`config.mk`:
```
export PLATFORM = sky130hd
export DESIGN_NAME = keypad_number_entry_flat
export DESIGN_NICKNAME = d
export VERILOG_FILES = /design/src/rtl/keypad_number_entry_if.sv /design/src/rtl/keypad_number_entry.sv /design/src/flat_wrapper.sv
export SDC_FILE = /design/constraint.sdc
export NUM_CORES = 1
export LEC_CHECK = 0
export BUFFER_PORTS_ARGS = -buffer_cell sky130_fd_sc_hd__buf_2
export CAP_MARGIN = 10
export CORE_MARGIN = 4
export CORE_UTILIZATION = 41
export DETAILED_ROUTE_END_ITERATION = 7
export PLACE_DENSITY = 0.57
export SYNTH_ARGS = -nofsm -noshare
export SYNTH_HDL_FRONTEND = slang
export SYNTH_SLANG_ARGS = --single-unit
```
`constraint.sdc`:
```
create_clock -name clock_100Mhz -period 6 [get_ports clock_100Mhz]
set_input_delay 0.6 -clock clock_100Mhz [delete_from_list [all_inputs] [get_ports clock_100Mhz]]
set_output_delay 0.6 -clock clock_100Mhz [all_outputs]
set_load 0.01 [all_outputs]
```
`src/rtl/keypad_number_entry_if.sv`:
```
// Keypad entry bus: matrix pins toward the keypad, key/number results toward the system.
interface keypad_number_entry_if;
  logic [3:0]  row_n;
  logic [3:0]  col_n;
  logic        key_valid;
  logic [3:0]  key_code;
  logic [15:0] entry_value;
  logic [2:0]  digit_count;
  logic [15:0] number_out;
  logic        number_valid;

  modport master (
    input  row_n,
    output col_n, key_valid, key_code, entry_value, digit_count, number_out, number_valid
  );
  modport slave (
    output row_n,
    input  col_n, key_valid, key_code, entry_value, digit_count, number_out, number_valid
  );
endinterface

```
`src/rtl/keypad_number_entry.sv`:
```
// 4x4 keypad scanner with per-scan debounce and a 4-digit decimal entry buffer.
// Accepted digits build entry_value live; F commits it to number_out.
module keypad_number_entry #(
  parameter int SCAN_CYCLES    = 100000,
  parameter int DEBOUNCE_SCANS = 4
) (
  input  logic                   clock_100Mhz,
  input  logic                   reset,
  keypad_number_entry_if.master  kp
);
  localparam int SW = $clog2(SCAN_CYCLES);
  localparam int CW = $clog2(DEBOUNCE_SCANS + 1);
  localparam logic [CW-1:0] DB_MAX = CW'(DEBOUNCE_SCANS);

  localparam logic [1:0] IDLE       = 2'd0;
  localparam logic [1:0] PRESS_WAIT = 2'd1;
  localparam logic [1:0] HELD       = 2'd2;

  function automatic logic [3:0] key_map(input logic [1:0] col, input logic [1:0] row);
    case ({col, row})
      4'h0: key_map = 4'h1;  4'h1: key_map = 4'h4;  4'h2: key_map = 4'h7;  4'h3: key_map = 4'h0;
      4'h4: key_map = 4'h2;  4'h5: key_map = 4'h5;  4'h6: key_map = 4'h8;  4'h7: key_map = 4'hF;
      4'h8: key_map = 4'h3;  4'h9: key_map = 4'h6;  4'hA: key_map = 4'h9;  4'hB: key_map = 4'hE;
      4'hC: key_map = 4'hA;  4'hD: key_map = 4'hB;  4'hE: key_map = 4'hC;  default: key_map = 4'hD;
    endcase
  endfunction

  function automatic logic [15:0] bcd_to_bin(input logic [3:0][3:0] d);
    bcd_to_bin = 16'(d[3]) * 16'd1000 + 16'(d[2]) * 16'd100 + 16'(d[1]) * 16'd10 + 16'(d[0]);
  endfunction

  // ---------------- row sync and column scan ----------------
  logic [3:0]    row_s1, row_s2;
  logic [SW-1:0] slot_cnt;
  logic [1:0]    col_idx;
  logic [1:0]    acc_hits;
  logic [3:0]    acc_key;

  logic          slot_end, scan_done;
  logic [2:0]    col_hits, hit_sum;
  logic [1:0]    row_sel;
  logic [3:0]    col_key, scan_key;
  logic          res_key, res_none;

  assign slot_end  = (slot_cnt == SW'(SCAN_CYCLES - 1));
  assign scan_done = slot_end && (col_idx == 2'd3);
  assign kp.col_n  = ~(4'b0001 << col_idx);

  always_comb begin
    col_hits = '0;
    row_sel  = '0;
    for (int r = 0; r < 4; r++) begin
      if (!row_s2[r]) begin
        col_hits = col_hits + 3'd1;
        row_sel  = 2'(r);
      end
    end
    col_key  = key_map(col_idx, row_sel);
    hit_sum  = {1'b0, acc_hits} + col_hits;
    scan_key = (col_hits == 3'd1) ? col_key : acc_key;
    res_key  = scan_done && (hit_sum == 3'd1);
    res_none = scan_done && (hit_sum == 3'd0);
  end

  always_ff @(posedge clock_100Mhz or posedge reset) begin
    if (reset) begin
      row_s1   <= '0;
      row_s2   <= '0;
      slot_cnt <= '0;
      col_idx  <= '0;
      acc_hits <= '0;
      acc_key  <= '0;
    end else begin
      row_s1 <= kp.row_n;
      row_s2 <= row_s1;
      if (slot_end) begin
        slot_cnt <= '0;
        col_idx  <= col_idx + 2'd1;
        if (col_idx == 2'd3) begin
          acc_hits <= '0;
          acc_key  <= '0;
        end else begin
          // saturate at 2: anything beyond one intersection is already INVALID
          acc_hits <= (hit_sum >= 3'd2) ? 2'd2 : hit_sum[1:0];
          if (col_hits == 3'd1) acc_key <= col_key;
        end
      end else begin
        slot_cnt <= slot_cnt + SW'(1);
      end
    end
  end

  // ---------------- debounce ----------------
  logic [1:0]    state;
  logic [CW-1:0] db_cnt;
  logic [3:0]    cand;
  logic          key_valid;
  logic [3:0]    key_code;

  always_ff @(posedge clock_100Mhz or posedge reset) begin
    if (reset) begin
      state     <= IDLE;
      db_cnt    <= '0;
      cand      <= '0;
      key_valid <= 1'b0;
      key_code  <= '0;
    end else begin
      key_valid <= 1'b0;
      if (scan_done) begin
        case (state)
          IDLE: if (res_key) begin
            cand <= scan_key;
            if (DEBOUNCE_SCANS == 1) begin
              state     <= HELD;
              db_cnt    <= '0;
              key_valid <= 1'b1;
              key_code  <= scan_key;
            end else begin
              state  <= PRESS_WAIT;
              db_cnt <= CW'(1);
            end
          end
          PRESS_WAIT: begin
            if (res_key && scan_key == cand) begin
              if (db_cnt + CW'(1) == DB_MAX) begin
                state     <= HELD;
                db_cnt    <= '0;
                key_valid <= 1'b1;
                key_code  <= cand;
              end else begin
                db_cnt <= db_cnt + CW'(1);
              end
            end else begin
              state  <= IDLE;
              db_cnt <= '0;
            end
          end
          HELD: begin
            // only a clean all-up scan counts as release; a multi-key scan keeps the hold
            if (res_none) begin
              if (db_cnt + CW'(1) == DB_MAX) begin
                state  <= IDLE;
                db_cnt <= '0;
              end else begin
                db_cnt <= db_cnt + CW'(1);
              end
            end else begin
              db_cnt <= '0;
            end
          end
          default: begin
            state  <= IDLE;
            db_cnt <= '0;
          end
        endcase
      end
    end
  end

  // ---------------- entry buffer ----------------
  logic [3:0][3:0] bcd, bcd_nx;
  logic [2:0]      dcount, dcount_nx;
  logic            commit;
  logic [15:0]     entry_value, number_out;
  logic            number_valid;

  always_comb begin
    bcd_nx    = bcd;
    dcount_nx = dcount;
    commit    = 1'b0;
    if (key_valid) begin
      if (key_code <= 4'd9) begin
        if (dcount < 3'd4) begin
          bcd_nx    = {bcd[2:0], key_code};
          dcount_nx = dcount + 3'd1;
        end
      end else begin
        case (key_code)
          4'hA: begin
            bcd_nx    = '0;
            dcount_nx = '0;
          end
          4'hB: if (dcount != 3'd0) begin
            bcd_nx    = {4'h0, bcd[3:1]};
            dcount_nx = dcount - 3'd1;
          end
          4'hF: if (dcount != 3'd0) begin
            commit    = 1'b1;
            bcd_nx    = '0;
            dcount_nx = '0;
          end
          default: ;
        endcase
      end
    end
  end

  always_ff @(posedge clock_100Mhz or posedge reset) begin
    if (reset) begin
      bcd          <= '0;
      dcount       <= '0;
      entry_value  <= '0;
      number_out   <= '0;
      number_valid <= 1'b0;
    end else begin
      bcd          <= bcd_nx;
      dcount       <= dcount_nx;
      entry_value  <= bcd_to_bin(bcd_nx);
      number_valid <= commit;
      if (commit) number_out <= entry_value;
    end
  end

  assign kp.key_valid    = key_valid;
  assign kp.key_code     = key_code;
  assign kp.entry_value  = entry_value;
  assign kp.digit_count  = dcount;
  assign kp.number_out   = number_out;
  assign kp.number_valid = number_valid;
endmodule
```
`src/flat_wrapper.sv`:
```
// flat-port wrapper written by rule: the top's interface ports become plain ports
module keypad_number_entry_flat 
#(
  parameter int SCAN_CYCLES    = 100000,
  parameter int DEBOUNCE_SCANS = 4
)
  (clock_100Mhz, reset, kp_row_n, kp_col_n, kp_key_valid, kp_key_code, kp_entry_value, kp_digit_count, kp_number_out, kp_number_valid);
  keypad_number_entry_if kp_i ();
  input  logic clock_100Mhz;
  input  logic reset;
  input wire logic [$bits(kp_i.row_n)-1:0] kp_row_n;
  output wire logic [$bits(kp_i.col_n)-1:0] kp_col_n;
  output wire logic [$bits(kp_i.key_valid)-1:0] kp_key_valid;
  output wire logic [$bits(kp_i.key_code)-1:0] kp_key_code;
  output wire logic [$bits(kp_i.entry_value)-1:0] kp_entry_value;
  output wire logic [$bits(kp_i.digit_count)-1:0] kp_digit_count;
  output wire logic [$bits(kp_i.number_out)-1:0] kp_number_out;
  output wire logic [$bits(kp_i.number_valid)-1:0] kp_number_valid;
  assign kp_i.row_n = kp_row_n;
  assign kp_col_n = kp_i.col_n;
  assign kp_key_valid = kp_i.key_valid;
  assign kp_key_code = kp_i.key_code;
  assign kp_entry_value = kp_i.entry_value;
  assign kp_digit_count = kp_i.digit_count;
  assign kp_number_out = kp_i.number_out;
  assign kp_number_valid = kp_i.number_valid;
  keypad_number_entry #(.SCAN_CYCLES(SCAN_CYCLES), .DEBOUNCE_SCANS(DEBOUNCE_SCANS)) u_core (.clock_100Mhz(clock_100Mhz), .reset(reset), .kp(kp_i));
endmodule
```
Yosys cells after proc, flatten, opt, wreduce, memory -nomap -nowiden

Memory sizes are Yosys's and may differ from the RTL's.
Cells that the tools add are included.

Magnitude comparators: 3
Divide/modulo/power cells: 0
Shifts and indexed selects: 1
Multiply operators: 3
Reductions and logical operators: 13
Muxes and demuxes: 42
Equality and inequality tests: 18
Add/sub/neg operators: 12
Bitwise logic cells: 1

Operators by type and width:

| kind                                                | number |
|---|---|
| two-way mux 16 bit                                  | 5 |
| case mux 16 bit (3 select lines)                    | 1 |
| two-way mux 3 bit                                   | 11 |
| two-way mux 2 bit                                   | 9 |
| case mux 3 bit (3 select lines)                     | 2 |
| adder 17 x 1 -> 17 bit, second input constant       | 1 |
| equality test 17 bit, second input constant         | 1 |
| two-way mux 17 bit                                  | 1 |
| adder 16 x 4 -> 16 bit                              | 1 |
| adder 16 x 8 -> 16 bit                              | 1 |
| adder 14 x 11 -> 15 bit                             | 1 |
| adder 3 x 1 -> 3 bit, second input constant         | 4 |
| equality test 4 bit, second input constant          | 3 |
| multiplier 4 x 7 -> 11 bit, second input constant   | 1 |
| two-way mux 1 bit                                   | 10 |
| AND reduction 5 bit                                 | 2 |
| multiplier 4 x 5 -> 9 bit, second input constant    | 1 |
| two-way mux 4 bit                                   | 2 |
| multiplier 4 x 3 -> 7 bit, second input constant    | 1 |
| equality test 3 x 1 -> 1 bit, second input constant | 2 |
| != test 2 x 1 -> 1 bit, second input constant       | 3 |
| != test 3 x 1 -> 1 bit, second input constant       | 2 |
| case mux 2 bit (3 select lines)                     | 1 |
| equality test 2 bit, second input constant          | 2 |
| 22 further kinds                                    | 25 |

Flip-flop bits (word level): 99
ROM bits: 64
Memory bits (writable): 0
Output and inout bits: 45
Input bits: 6
Latch bits: 0
Memories: 1
Word-level logic and storage cells: 113

Memories:

| name             | words | bits a word | rd ports | clocked after memory_dff | wr ports | line                      | source |
|---|---|---|---|---|---|---|---|
| (name not given) | 16    | 4           | 1        | 0                        | 0        | keypad_number_entry.sv:20 | `case ({col, row})` |

Depth between registers and ports, before layout

Depth after elaboration: 14
Mapped depth: 24
Mapped depth without buffers: 24

Worst setup path before layout

OpenSTA, ideal clock, no wires.

Path type: reg2reg
Start: reg u_core.dcount[0] (netlist: u_core.kp.digit_count[0])
End: reg u_core.entry_value[14] (netlist: u_core.kp.entry_value[14])
Slack: 0.456 ns
Data required time: 5.933 ns
Data arrival time: 5.477 ns
Cell stages (with the launch flop): 24
Buffers on the path: 0
Period minus slack after synthesis: 5.544 ns
Cells stage by stage: dfrtp_1 inv_1 ha_1 nand2b_1 o21ai_0 nand2_1 nand2_1 a21o_1 inv_1 fa_1 inv_1 fa_1 inv_1 ha_1 a21oi_1 xnor2_1 ha_1 or4b_2 nand3_1 o21ai_0 o21ai_0 a211oi_1 o21ai_0 and3_1

RTL lines:

| item                     | line                       | source |
|---|---|---|
| start: declaration       | keypad_number_entry.sv:162 | `logic [2:0] dcount, dcount_nx;` |
| start signal: assignment | keypad_number_entry.sv:207 | `dcount <= dcount_nx;` |
| end signal: assignment   | keypad_number_entry.sv:208 | `entry_value <= bcd_to_bin(bcd_nx);` |
| end: declaration         | keypad_number_entry.sv:164 | `logic [15:0] entry_value, number_out;` |

==> flow_summary.yaml <==
routing:
  first_pass_iters: 5
  vias: 4778
  wirelength_microns: 13670
  wl_per_cell_microns: 15.01
  remaining_drc_errors: 0
  drtIter0Drc: 229
  detail-route-antenna-nets: 0
  viasPerCell: 5.245
logic_synthesis:
  synth.largest_area_cell: "dfrtp_1"
  synth-edff-count: 0
  syn_area_per_cell_sq_um: 10.04
  yosysWarnings: 0
  synth_area_leaders: "dfrtp_1 38%, ha_1 12%, fa_1 4.3%"
  async_reset_ff_share_pct: 100.0
  synth_nets: 728
  yosysSeqAreaShare_pct: 37.93
  synthDistinctLibCells: 68
  synth_area_sq_um: 6466
  synth_top_cell_area_share_pct: 37.93
  synthFlopType: "dfrtp_1"
  syn_inst: 644
  synth.ff_latch_count: 98
critical_path:
  cp_max_fo: 7
  crit_required_ns: 6.24
  rr_endpoint: "u_core.kp.entry_value[14]"
  worstPathArrival_ns: 5.92
  end_kind: "flip-flop"
  rr_worst_depth: 23
  crit_path_start_kind: "flip-flop"
  ff2ff_setup_slack_ns: 0.33
  critPathKind: "flip-flop to flip-flop"
  reg2reg_from: "u_core.kp.digit_count[0]"
timing:
  finalWorstSetupSlack_ns: 0.3267
  tightest_slew_ns: 1.049
  hold_viol: 0
  holdWs_ns: 0.1875
  setup_violations: 0
  slew_violations: 0
  tns_ns: 0
  rsz0062_at_grt: "false"
  fin_crit_sh_pct: 94.56
  relSlewSlack_pct: 30.01
  max_freq_mhz: 176.3
  fin_worst_skew_ns: 0.007899
  period_minus_slack_ns: 5.673
global_route:
  overflow: 0
  grt_antenna_before_repair: 0
  gr-usage-all-layers_pct: 16.29
  grt_pass1_wl_microns: 23880
  first_global_vias: 4906
  grt_start_max_net_pins: 79
clocking:
  cts_root_buf: "clkbuf_16"
  cts_buffers: 9
  cts_buffer_depth: 2
  h-tree-depth: 3
  cts_tree: "built"
  clock_latency_ns: 0.35
  clk_pin_slew_ns: 0.07
  hold_buffers: 0
  cts_sinks: 98
place:
  io_buffers: 50
  globalplace.congestion: 0.8265
  post-place-ws_ns: 0.1699
  dp_hpwl_microns: 10470
  dp_cells: 895
  dpl_cell_area_sq_um: 6948
die:
  coreArea_sq_um: 15310
  start_util_pct: 42.22
  pin_count: 51
  num_rows: 45
  dieHeight_microns: 133.6
  die_area_sq_um: 17850
  die_w_microns: 133.6
power_and_ir_drop:
  p_int_mw: 1.052
  clkPwrFrac_pct: 45.8
  ir_drop_mv: 0.1386
  total_power_mw: 1.351
  netSwitchingFraction_pct: 22.17
  p_per_area_nw_per_um2: 185.5
  power_leakage_nw: 3.694
  combPwrFrac_pct: 4.9
  power_switching_mw: 0.2995
  seqPwrFrac_pct: 49.3
cells_and_area:
  syn2layout_area_growth_pct: 12.65
  diodes: 0
  layout-drive-gt1-share_pct: 16.29
  fin_cells: 911
  layout.nets: 779
  fin_util_pct: 47.57
  design_area_sq_um: 7284
outcome:
  outcome: "finished, final reports clean"
min_path:
  hold_path.class: "input port to asynchronous set/reset pin"
job:
  drv_cap: 0
## sequential cells by signal (all words and copies together) (netlist names), 3 cells and up
signal	flops
u_core.acc_key	4
u_core.bcd	16
u_core.cand	4
u_core.db_cnt	3
u_core.kp.digit_count	3
u_core.kp.entry_value	15
u_core.kp.key_code	4
u_core.kp.number_out	16
u_core.row_s1	4
u_core.row_s2	4
u_core.slot_cnt	17
## power groups by stage
stage / Sequential [mW] / Clock [mW] / Combinational (mW)
floorplan: 0.678 / 0 / 0.0548
global placement: 0.679 / 0 / 0.0654
detailed placement: 0.679 / 0 / 0.0672
CTS: 0.666 / 0.636 / 0.0674
global route: 0.667 / 0.666 / 0.0752
finish: 0.667 / 0.619 / 0.0659
## routing by layer
metal	up-vias	wire length (microns)	global-route usage, %
li1	2367	-	-
met1	2323	6199	20.67
met2	73	6850	28.13
met3	15	332	2.983
met4	0	287	5.314
met5	-	0	0
## layout make-up
cell class                 instances  area (sq um)
clock buffer                      10         229.0
sequential                        98          2452
timing repair buffer              57         302.8
clock inverter                     6         91.34
inverter                          53         201.4
multi-input combinational        476          3744
tap                              211         264.0
fill                            1442          8030
## kinds of logic after synthesis
group	count (synthesis)	share of synthesized area (%)
AO/OA/AOI/OAI	159	16.29
XOR/XNOR	46	6.444
adder cells (fa/ha/maj)	78	16.72
buffers and inverters	70	4.470
flip-flops	98	37.93
multiplexers	25	4.373
other	1	0.05799
AND/OR/NAND/NOR	167	13.72
## worst max path at each step
| stage | start | slack [ns] | cells past startpoint | end |
|---|---|---|---|---|
| 3_3_place_gp | u_core.kp.digit_count[0] | 0.35 | 23 | u_core.kp.entry_value[14] |
| 2_1_floorplan | u_core.kp.digit_count[0] | 0.46 | 23 | u_core.kp.entry_value[14] |
| 3_5_place_dp | u_core.kp.digit_count[0] | 0.17 | 23 | u_core.kp.entry_value[14] |
| 4_1_cts | u_core.kp.digit_count[0] | 0.14 | 23 | u_core.kp.entry_value[14] |
| 5_1_grt | u_core.kp.digit_count[1] | 0.02 | 23 | u_core.kp.entry_value[14] |
| 6_report | u_core.kp.digit_count[0] | 0.33 | 23 | u_core.kp.entry_value[14] |
## synthesized netlist by cell type, types with 4 or more instances
cell	count
dfrtp_1	98
ha_1	64
inv_1	52
nand2_1	44
o21ai_0	41
a21oi_1	37
nor2_1	36
xnor2_1	32
mux2_2	18
nand3_1	15
fa_1	14
clkbuf_1	13
nor2b_1	13
xor2_1	13
a21o_1	10
a22o_1	10
a22oi_1	8
nand2b_1	8
a211oi_1	7
and3_1	6
nand4_1	6
nor3_1	6
o21a_1	6
a21boi_0	4
mux2_1	4
o21bai_1	4
o22ai_1	4
or2_2	4
or3_1	4
## timing repair
action	in CTS	in global routing
setup endpoints to repair	0	2
setup buffers	0	0
gates resized for setup	0	5
## cells in the final DEF, fill, tap and decap left out, types with 6 or more instances in the layout
| master | synthesis | final |
|---|---|---|
| nor3_1 | 6 | 6 |
| a21o_1 | 10 | 8 |
| buf_2 | 0 | 50 |
| nand2_1 | 44 | 44 |
| a22oi_1 | 8 | 8 |
| mux2_2 | 18 | 18 |
| a21oi_1 | 37 | 37 |
| dfrtp_1 | 98 | 98 |
| nor2_1 | 36 | 35 |
| nand3_1 | 15 | 15 |
| fa_1 | 14 | 14 |
| nand4_1 | 6 | 6 |
| ha_1 | 64 | 64 |
| a22o_1 | 10 | 10 |
| buf_4 | 1 | 7 |
| inv_1 | 52 | 51 |
| o21ai_0 | 41 | 39 |
| nand2b_1 | 8 | 8 |
| a211oi_1 | 7 | 7 |
| xor2_1 | 13 | 13 |
| xnor2_1 | 32 | 32 |
| nor2b_1 | 13 | 13 |
| and3_1 | 6 | 6 |
| clkbuf_16 | 0 | 9 |
## critical path, cell delays in order (launching register included)
cell and delay (ns):
dfrtp_1 0.41, inv_1 0.08, ha_1 0.19, nand2b_1 0.16
o21ai_1 0.10, nand2_1 0.08, nand2_1 0.14, a21o_1 0.32
ha_1 0.32, inv_1 0.05, fa_1 0.50, inv_1 0.07
fa_1 0.48, ha_1 0.35, xnor2_1 0.16, ha_1 0.30
ha_1 0.34, or2_2 0.30, o311a_1 0.14, o21ai_1 0.29
o21ai_0 0.13, a211oi_1 0.29, o21ai_0 0.16, and3_1 0.20
No activity file was read; power rests on OpenSTA's default activity.
